**src/rtl/gj_pkg.sv**
```systemverilog
// Shared types for the fixed-point Gauss-Jordan inverter.
//   idx_w()        : index width for a given matrix dimension (matches the
//                    column-scan unit's opCnt / winnerIndex width)
//   pivot_state_t  : pivot sequencer FSM states
//   pivot_desc_t   : pivot descriptor handed to the swap/elimination engine
package gj_pkg;

    localparam int GJ_MAT_SIZE = 5;

    function automatic int idx_w(input int mat_size);
        return $clog2(mat_size) + 1;
    endfunction

    localparam int GJ_IDX_W = idx_w(GJ_MAT_SIZE);

    typedef enum logic [2:0] {
        IDLE,
        LOAD,
        START,
        SCAN,
        ISSUE,
        NEXT,
        FIN
    } pivot_state_t;

    typedef struct packed {
        logic [GJ_IDX_W-1:0] row;
        logic [GJ_IDX_W-1:0] col;
        logic                swap;
    } pivot_desc_t;

endpackage

```
**src/rtl/pivot_sequencer.sv**
```systemverilog
// Column-by-column pivot controller for the Gauss-Jordan inverter.
// Walks op_cnt from 0 to MAT_SIZE-1; for each column it fetches the column
// into the scan unit, runs the pivot search, then offers the chosen pivot row
// to the elimination engine over valid/ready. Stops early and sets the sticky
// singular flag when the search reports no usable pivot.
//
// Ports:
//   clk, reset                 clock, asynchronous active-high reset
//   start, abort               run control (abort is synchronous, top priority)
//   busy, done, singular       run status
//   op_cnt                     current column, drives scan unit opCnt
//   col_rd, col_idx, col_valid column fetch request / column index / data ready
//   scan_start, scan_done,
//   scan_done_rst              scan unit matchStart / matchDone / matchDoneRst
//   scan_winner, scan_error    scan unit result (absolute row) and error
//   piv_valid, piv_ready       pivot descriptor handshake
//   piv_row, piv_col, piv_swap pivot descriptor payload
module pivot_sequencer
    import gj_pkg::*;
#(
    parameter int MAT_SIZE = GJ_MAT_SIZE,
    parameter int IDX_W    = idx_w(MAT_SIZE)
) (
    input  logic             clk,
    input  logic             reset,
    input  logic             start,
    input  logic             abort,
    output logic             busy,
    output logic             done,
    output logic             singular,
    output logic [IDX_W-1:0] op_cnt,
    output logic             col_rd,
    output logic [IDX_W-1:0] col_idx,
    input  logic             col_valid,
    output logic             scan_start,
    input  logic             scan_done,
    output logic             scan_done_rst,
    input  logic [IDX_W-1:0] scan_winner,
    input  logic             scan_error,
    output logic             piv_valid,
    input  logic             piv_ready,
    output logic [IDX_W-1:0] piv_row,
    output logic [IDX_W-1:0] piv_col,
    output logic             piv_swap
);

    localparam logic [IDX_W-1:0] LAST_COL = IDX_W'(MAT_SIZE - 1);

    pivot_state_t state, state_nxt;

    logic scan_armed;   // high from the second SCAN cycle on
    logic scan_hit;     // qualified scan_done seen this cycle
    logic scan_take;    // scan result is consumed (not overridden by abort)
    logic pivot_bad;    // search failed or winner lies above the diagonal
    logic start_acc;    // start accepted in IDLE
    logic last_col;

    assign start_acc = (state == IDLE) && start && !abort;
    assign last_col  = (op_cnt == LAST_COL);
    // Rows above op_cnt are already pivoted; a winner there is as bad as none.
    assign pivot_bad = scan_error || (scan_winner < op_cnt);
    assign scan_take = scan_hit && !abort;

    // NOTE: the state register is the only place the state changes; all
    // sequential blocks use non-blocking assignments so every register
    // samples the pre-edge values of its neighbours.
    always_ff @(posedge clk or posedge reset) begin
        if (reset) begin
            state <= IDLE;
        end else begin
            state <= state_nxt;
        end
    end

    // NOTE: every signal written here gets a default first, so no path
    // through the case leaves it unassigned and no latch is inferred.
    always_comb begin
        state_nxt = state;
        scan_hit  = 1'b0;
        case (state)
            IDLE:  if (start) state_nxt = LOAD;
            LOAD:  if (col_valid) state_nxt = START;
            START: state_nxt = SCAN;
            SCAN: begin
                // The first SCAN cycle may still see the previous column's
                // matchDone level, so it is not trusted until armed.
                if (scan_armed && scan_done) begin
                    scan_hit  = 1'b1;
                    state_nxt = pivot_bad ? FIN : ISSUE;
                end
            end
            ISSUE: if (piv_ready) state_nxt = NEXT;
            NEXT:  state_nxt = last_col ? FIN : LOAD;
            FIN:   state_nxt = IDLE;
            default: state_nxt = IDLE;
        endcase
        if (abort) begin
            state_nxt = IDLE;
        end
    end

    always_ff @(posedge clk or posedge reset) begin
        if (reset) begin
            op_cnt        <= '0;
            singular      <= 1'b0;
            piv_row       <= '0;
            piv_swap      <= 1'b0;
            scan_armed    <= 1'b0;
            scan_done_rst <= 1'b0;
        end else begin
            scan_armed    <= (state == SCAN);
            scan_done_rst <= scan_take;

            if (start_acc) begin
                op_cnt   <= '0;
                singular <= 1'b0;
            end else if ((state == NEXT) && !abort && !last_col) begin
                op_cnt <= op_cnt + IDX_W'(1);
            end

            if (scan_take) begin
                piv_row  <= scan_winner;
                piv_swap <= (scan_winner != op_cnt);
                if (pivot_bad) begin
                    singular <= 1'b1;
                end
            end
        end
    end

    // Strobes are decoded from the registered state; abort masks the ones
    // that must drop in the same cycle abort is seen.
    assign busy       = (state != IDLE) && (state != FIN);
    assign done       = (state == FIN)   && !abort;
    assign col_rd     = (state == LOAD)  && !abort;
    assign scan_start = (state == START) && !abort;
    assign piv_valid  = (state == ISSUE) && !abort;
    assign col_idx    = op_cnt;
    assign piv_col    = op_cnt;

endmodule
```
**config.mk**
```make
export PLATFORM = sky130hd
export DESIGN_NAME = pivot_sequencer
export DESIGN_NICKNAME = d
export VERILOG_FILES = /design/src/rtl/gj_pkg.sv /design/src/rtl/pivot_sequencer.sv
export SDC_FILE = /design/constraint.sdc
export NUM_CORES = 1
export LEC_CHECK = 0
export BUFFER_PORTS_ARGS = -buffer_cell sky130_fd_sc_hd__buf_4
export CAP_MARGIN = 10
export CORE_UTILIZATION = 48
export DETAILED_ROUTE_END_ITERATION = 16
export PLACE_DENSITY = 0.78
export SLEW_MARGIN = 20
export SYNTH_ARGS = -nofsm -noshare
export SYNTH_HDL_FRONTEND = slang
export SYNTH_SLANG_ARGS = --single-unit
```
**constraint.sdc**
```tcl
create_clock -name clk -period 2.05 [get_ports clk]
set_input_delay 0 -clock clk [delete_from_list [all_inputs] [get_ports clk]]
set_output_delay 0 -clock clk [all_outputs]
set_load 0.05 [all_outputs]
```
Word-level counts from Yosys, hierarchy flattened
Cells that the tools add are included.
{"block": "totals", "out_inout_bits": 24, "elab_cells": 55, "reg_bits": 15, "input_bits": 12}
{"block": "op_classes", "add_sub_neg": 1, "mux": 15, "eq_ne": 13, "n_reduce_logical": 18, "n_lt_le_gt_ge": 1}
{"op": "3-bit 2-to-1 mux", "n": 6}
{"op": "3-bit one-hot mux with 6 select lines", "n": 1}
{"op": "3-bit != test (second input constant)", "n": 5}
{"op": "1-bit logical AND", "n": 11}
{"op": "3-bit == test (second input constant)", "n": 3}
{"op": "4-bit 2-to-1 mux", "n": 2}
{"op": "3-bit by 2-bit == test with 1-bit output (second input constant)", "n": 2}
{"op": "1-bit 2-to-1 mux", "n": 5}
{"op": "4-bit by 1-bit adder with 4-bit output (second input constant)", "n": 1}
{"op": "4-bit by 3-bit == test with 1-bit output (second input constant)", "n": 1}
{"op": "4-bit < comparator", "n": 1}
{"op": "4-bit != test", "n": 1}
{"op": "4-bit AND reduction", "n": 1}
{"op": "3-bit by 1-bit == test with 1-bit output (second input constant)", "n": 1}
{"op": "3-bit logical NOT", "n": 1}
{"op": "3-bit nonzero test", "n": 1}
{"op": "1-bit logical NOT", "n": 2}
{"op": "2-bit 2-to-1 mux", "n": 1}
{"op": "2-bit nonzero test", "n": 1}
{"op": "1-bit logical OR", "n": 1}

Longest topological paths before layout
Gate-level depths: netlist of the first run.
{"block": "depth", "ltp_word": 6, "ltp_mapped": 6, "depth_no_buf": 6}

Worst setup path before layout of the first run
No wires, ideal clock.
{"block": "synth_timing", "kind": "reg2out", "start": "register state[1]", "end": "output port col_rd", "path_stages_with_launch": 3, "path_buffers": 1, "arrival_ps": 2258, "path_slack_ps": -208, "required_time_ps": 2050, "path_cell_list": "dfrtp_1 > buf_2 > nor4b_1"}
{"block": "synth_via", "elab_chain_len": 2}
{"element": "start: declaration", "line_no": "pivot_sequencer.sv:49", "text": "pivot_state_t state, state_nxt;"}
{"element": "start signal: assignment", "line_no": "pivot_sequencer.sv:71", "text": "state <= state_nxt;"}
{"element": "3-bit by 1-bit == test with 1-bit output", "line_no": "pivot_sequencer.sv:135", "text": "assign col_rd = (state == LOAD) && !abort;"}
{"element": "1-bit logical AND", "line_no": "pivot_sequencer.sv:135"}
{"element": "end: declaration", "line_no": "pivot_sequencer.sv:32", "text": "output logic col_rd,"}
No other way between the ends.

Worst setup path in the final report of the first run
{"block": "layout_timing", "start": "register op_cnt[1], in the netlist col_idx[1]", "end": "register state[1]"}
{"block": "layout_via", "elab_chain_len": 6, "word_cells_on_any_way": 8, "cone_classes": "1 x order compare; 1 x eq/ne; 5 x mux; 1 x reduce/logical"}
{"element": "start: declaration", "line_no": "pivot_sequencer.sv:31", "text": "output logic [IDX_W-1:0] op_cnt,"}
{"element": "start signal: assignment", "line_no": "pivot_sequencer.sv:118", "text": "op_cnt <= op_cnt + IDX_W'(1);"}
{"element": "4-bit < comparator", "line_no": "pivot_sequencer.sv:61", "text": "assign pivot_bad = scan_error || (scan_winner < op_cnt);"}
{"element": "1-bit logical OR", "line_no": "pivot_sequencer.sv:61"}
{"element": "2-bit 2-to-1 mux", "line_no": "pivot_sequencer.sv:89", "text": "state_nxt = pivot_bad ? FIN : ISSUE;"}
{"element": "3-bit 2-to-1 mux", "line_no": "pivot_sequencer.sv:87", "text": "if (scan_armed && scan_done) begin"}
{"element": "3-bit one-hot mux with 6 select lines (*)", "line_no": "pivot_sequencer.sv:80", "text": "case (state)"}
{"element": "3-bit 2-to-1 mux (*)", "line_no": "pivot_sequencer.sv:97", "text": "if (abort) begin"}
Mark *: on every way between the ends. The rest lies on a longest branch, timed or not. The select of a mux whose other input is x is not followed.
A chain may end at the register's enable or synchronous reset.

==> flow_summary.json, run 1 <==
{
  "total_power_mw": 0.8609,
  "clkTransAtPathRegs_ps": 100,
  "crit_path_cell_trace": "inv_1 > ha_1 > nor2b_1 > o211ai_1 > a2111oi_0 > nor3_1",
  "worstSetupEndpointType": "register",
  "hold_class": "input pin to register",
  "setup-violations-final": 0,
  "antenna_cells": 0,
  "place_ws_ps": 263.9,
  "clock_latency_ps": 290,
  "r2r_cells": 6,
  "syn-cell-area_um2": 998.5,
  "clock.fmax_mhz": 560.5,
  "fin_nets": 158,
  "syn_to_final_growth_pct": 31.95,
  "power.density_nw_per_um2": 653.5,
  "hpwl_um": 1638,
  "final_common_cell": "buf_4",
  "crit_start": "col_idx[1]",
  "holdCritStartpoint": "scan_error",
  "path_buf_inv": 1,
  "clockBufferDepth": 2,
  "rows": 16,
  "cp-start-kind": "register",
  "layout-drive-gt1-share": 0.3525,
  "die_y_um": 47.61,
  "peakVddDrop_mv": 0.5287,
  "die_x_um": 47.61,
  "post_dp_cell_area_um2": 1220,
  "tns_ps": 0,
  "slew-limit-headroom": 0.6132,
  "fin_skew_ps": 4.619,
  "final_cell_area_um2": 1318,
  "fillers": 166,
  "ioPinCount": 36,
  "clkSinkCount": 15,
  "cts-buffers-inserted": 3,
  "h-tree-depth": 1,
  "finalMaxSlewViolations": 0,
  "synth_fp_nets": 122,
  "gp_congestion": 0.8389,
  "hold_slack_ps": 9.325,
  "track_usage": 0.2280,
  "slowest_delay_ps": 460,
  "synth.avg_cell_area_um2": 9.601,
  "cts_tree": "yes",
  "required_ps": 2220,
  "ys_warn_count": 0,
  "rsz0062_at_grt": "no",
  "grt-ovfl-total": 0,
  "post-cts-setup-buffer-count": 0,
  "setup_ws_ps": 265.7,
  "seq_area_frac_synth": 0.3759,
  "postCtsResizedCells": 0,
  "worst_pin_slew_ps": 579.5,
  "final_cell_mix": "36 x buf_4, 15 x dfrtp_1, 9 x nor2_1, 7 x inv_1, 7 x dlygate4sd3_1",
  "worst_path_max_delay_cell": "dfrtp_1",
  "drt-total-wl_um": 2261,
  "ys_types": 36,
  "coreArea_um2": 1962,
  "antenna_left": 0,
  "crit_fanout": 7,
  "maxCapViolCount": 0,
  "drc_errors": 0,
  "numPortBuffers": 35,
  "reg2reg_from": "col_idx[1]",
  "drt_first_pass_iters": 4,
  "multi_input_area_um2": 514.2,
  "wire_per_inst_um": 13.62,
  "final.min_clock_period_ps": 1784,
  "antenna_found_initial": 0,
  "grt_pass1_vias": 803,
  "initial_core_util": 0.5089,
  "grt_max_degree": 16,
  "hold_viol_final": 0,
  "critical_path_depth": 6,
  "ys_ff_latch": 15,
  "ctsRootBufferMaster": "clkbuf_4",
  "run_status": "completed",
  "synthCells": 104,
  "path_class": "register to register",
  "grt_first_pass_wirelength_um": 3491,
  "die_area_um2": 2267,
  "regArea_um2": 375.4,
  "fin_crit_sh": 0.8704,
  "initialDrtViolationCount": 14,
  "drt-vias-per-instance": 5.476,
  "leakagePower_nw": 0.6597,
  "cp.arrival_ps": 1950,
  "vias": 909,
  "holdPathStages": 3,
  "cpLargestDelayFamily": "compound AO/OA/AOI/OAI gates"
}
-- registers in the layout (all words and copies together) (netlist names) --
signal	flops
col_idx	4
piv_row	4
piv_swap	1
scan_armed	1
scan_done_rst	1
singular	1
state	3
-- what timing repair did --
item	CTS	global route
setup endpoints to repair	0	0
hold buffers	7	0
hold endpoints to repair	21	0
-- cell type report --
| class | instances | area share |
|---|---|---|
| clock buffers | 3 | 0.01709 |
| clock inverters | 1 | 0.003799 |
| inverters | 7 | 0.01994 |
| multi-input cells | 70 | 0.3903 |
| flip-flops and latches | 15 | 0.2849 |
| well taps | 27 | 0.02564 |
| repair buffers | 43 | 0.2583 |
-- routing by layer --
metal  global-route usage  routed length [µm]
met1               0.2736                 883
met2               0.3836                1205
met3              0.03774                 110
met4               0.1333                  62
met5                    0                   0
-- report_power, final --
part           internal, mW  switching (mW)
Sequential            0.317          0.0426
Clock                0.0727           0.105
Combinational         0.127           0.197
-- logic make-up after synthesis --
family	synth area share
simple gates	0.2231
compound gates	0.1266
buf+inv	0.1153
flops	0.3759
mux	0.06641
fa+ha+maj	0.07519
xor+xnor	0.01755
-- worst reg2reg max path, cell delays in order, from the launching register on --
cell,delay (ps)
dfrtp_1,460
inv_1,100
ha_1,300
nor2b_1,140
o211ai_1,110
a2111oi_0,420
nor3_1,120
-- synthesized netlist by cell type, drive strengths merged --
library cell,count,area share
a2111oi,1,0.0088
a211oi,1,0.0075
a21o,3,0.023
a21oi,6,0.030
a22o,1,0.0088
a31oi,2,0.013
and2,1,0.0063
and3,2,0.013
and4,1,0.0088
and4bb,1,0.013
buf,12,0.089
dfrtp,15,0.38
ha,6,0.075
inv,7,0.026
mux2,5,0.056
mux2i,1,0.010
nand2,6,0.025
nand2b,4,0.025
nand3,2,0.010
nand3b,2,0.015
nand4,1,0.0063
nand4b,1,0.0088
nor2,9,0.034
nor2b,1,0.0063
nor3,3,0.015
nor3b,1,0.0075
nor4,1,0.021
nor4b,1,0.0088
o211ai,2,0.015
o21ai,1,0.0050
o21bai,1,0.0075
o41ai,1,0.0088
xnor2,2,0.018
-- final timing paths --
path	endpoint	slack [ps]
max in group asynchronous	col_idx[1]	1360
worst max register to register	state[1]	270
worst min register to register	piv_row[3]	520
worst max-delay path	state[1]	270
min in group asynchronous	piv_row[3]	310
worst min-delay path	singular	9
-- per-stage QoR --
step,cells,util
floorplan,104,-
global placement,155,0.6218
detailed placement,155,0.6218
CTS,166,0.6716
global route,166,0.6716
finish,166,0.6716
No activity file was read; power rests on OpenSTA's default activity.
==> run 2, diff against run 1 <==
CORE_UTILIZATION = 49   (was 48)
CTS_BUF_LIST = sky130_fd_sc_hd__clkbuf_8   (was not set)
PLACE_DENSITY = 0.79   (was 0.78)
SETUP_SLACK_MARGIN = 0.3   (was not set)
==> run 2 against run 1 <==
  * The flow now finishes with violations (hold timing)
  * Sequential power about the same
  * Via count rose by 1.4%
  * Die area decreased by 2.0%
  * Clock skew is essentially flat
==> flow_summary.json, run 2 (same netlist as run 1, synthesis figures left out) <==
{
  "rows": 15,
  "holdPathStages": 2,
  "hpwl_um": 1601,
  "h-tree-depth": 1,
  "grt_first_pass_wirelength_um": 3581,
  "setup_ws_ps": 374.7,
  "fin_skew_ps": 4.573,
  "antenna_cells": 0,
  "critical_path_depth": 3,
  "peakVddDrop_mv": 0.5781,
  "setup-violations-final": 0,
  "maxCapViolCount": 0,
  "crit_start": "state[0]",
  "tns_ps": 0,
  "gp_congestion": 0.8288,
  "antenna_found_initial": 0,
  "syn_to_final_growth_pct": 33.83,
  "r2r_cells": 3,
  "fin_crit_sh": 0.8172,
  "run_status": "finished, violations left",
  "layout-drive-gt1-share": 0.3986,
  "wire_per_inst_um": 13.80,
  "cts-buffers-inserted": 3,
  "clkSinkCount": 15,
  "clock_latency_ps": 260,
  "initial_core_util": 0.5485,
  "final.min_clock_period_ps": 1675,
  "drt_first_pass_iters": 4,
  "vias": 922,
  "final_cell_mix": "37 x buf_4, 12 x dfrtp_1, 9 x nor2_1, 7 x inv_1",
  "ioPinCount": 36,
  "crit_path_cell_trace": "nand2_2 > nor4_4 > mux2_2",
  "path_class": "register to register",
  "place_ws_ps": 367.1,
  "multi_input_area_um2": 525.5,
  "power.density_nw_per_um2": 699.8,
  "crit_fanout": 15,
  "required_ps": 2190,
  "final_core_util": 0.7340,
  "clkTransAtPathRegs_ps": 70,
  "worst_pin_slew_ps": 545.1,
  "worstSetupEndpointType": "register",
  "worst_path_max_delay_cell": "dfrtp_1",
  "die_x_um": 47.14,
  "cts_tree": "yes",
  "final_common_cell": "buf_4",
  "leakagePower_nw": 0.6622,
  "coreArea_um2": 1821,
  "fin_nets": 157,
  "slowest_delay_ps": 610,
  "hold_slack_ps": -8.450,
  "grt-ovfl-total": 0,
  "cpLargestDelayFamily": "flip-flops",
  "fillers": 122,
  "total_power_mw": 0.9352,
  "regArea_um2": 379.1,
  "antenna_left": 0,
  "track_usage": 0.2334,
  "numPortBuffers": 35,
  "cp-start-kind": "register",
  "die_y_um": 47.14,
  "reg2reg_from": "state[0]",
  "grt_max_degree": 16,
  "drt-vias-per-instance": 5.656,
  "initialDrtViolationCount": 21,
  "hold_class": "input pin to register",
  "die_area_um2": 2222,
  "path_buf_inv": 0,
  "holdCritStartpoint": "scan_winner[2]",
  "ctsRootBufferMaster": "clkbuf_8",
  "finalMaxSlewViolations": 0,
  "rsz0062_at_grt": "yes",
  "hold_viol_final": 1,
  "failed_checks": "hold timing",
  "drc_errors": 0,
  "grt_pass1_vias": 820,
  "clockBufferDepth": 2,
  "clock.fmax_mhz": 596.9,
  "slew-limit-headroom": 0.6362,
  "drt-total-wl_um": 2249,
  "cp.arrival_ps": 1820
}
[run 2: changes by cell type in the layout (fill, tap and decap cells not counted), sizes merged]
cell,delta
buf,+1
dlygate4sd3,-2
[run 2: report_power, final]
part	switching (mW)	internal, mW	total [mW]	leakage, nW
combinational	0.196	0.126	0.322	0.434
sequential	0.0422	0.317	0.359	0.202
clock	0.119	0.135	0.254	0.0255
total	0.357	0.578	0.935	0.662
[run 2: repair_timing]
action	in CTS	in global routing
setup buffers	0	1
endpoints found under the hold margin	19	0
setup endpoints to repair	0	1
hold buffers	5	0
gates resized for setup	0	2
[run 2: final timing paths]
kind | to | slack [ps]
max reg2reg | piv_row[0] | 370
max in group asynchronous | col_idx[2] | 1320
min reg2reg | piv_row[1] | 510
min in group asynchronous | state[1] | 330
min | piv_row[2] | -8
max | piv_row[0] | 370
[run 2: cell type report]
cell class,count,area share
timing repair buffer,42,0.2453
multi-input combinational,70,0.3933
clock buffer,3,0.03090
sequential,15,0.2837
clock inverter,1,0.003745
inverter,7,0.01966
tap,25,0.02341
[run 2: layer usage]
metal	GRT usage	part of all wire	vias to the layer above
met5	0	0	-
met4	0.1143	0.028	0
met3	0.03077	0.049	8
met2	0.3889	0.52	40
met1	0.2981	0.40	440
li1	-	-	434
[run 2: worst reg2reg max path, stage by stage (launching register included)]
cell	delay, ps
dfrtp_1	610
nand2_2	160
nor4_4	390
mux2_2	390
[run 2: through the flow]
| stage | instances | area (µm²) |
|---|---|---|
| CTS | 162 | 1323 |
| floorplan | 104 | 1013 |
| detailed placement | 153 | 1226 |
| global route | 163 | 1336 |
| global placement | 153 | 1226 |
| finish | 163 | 1336 |
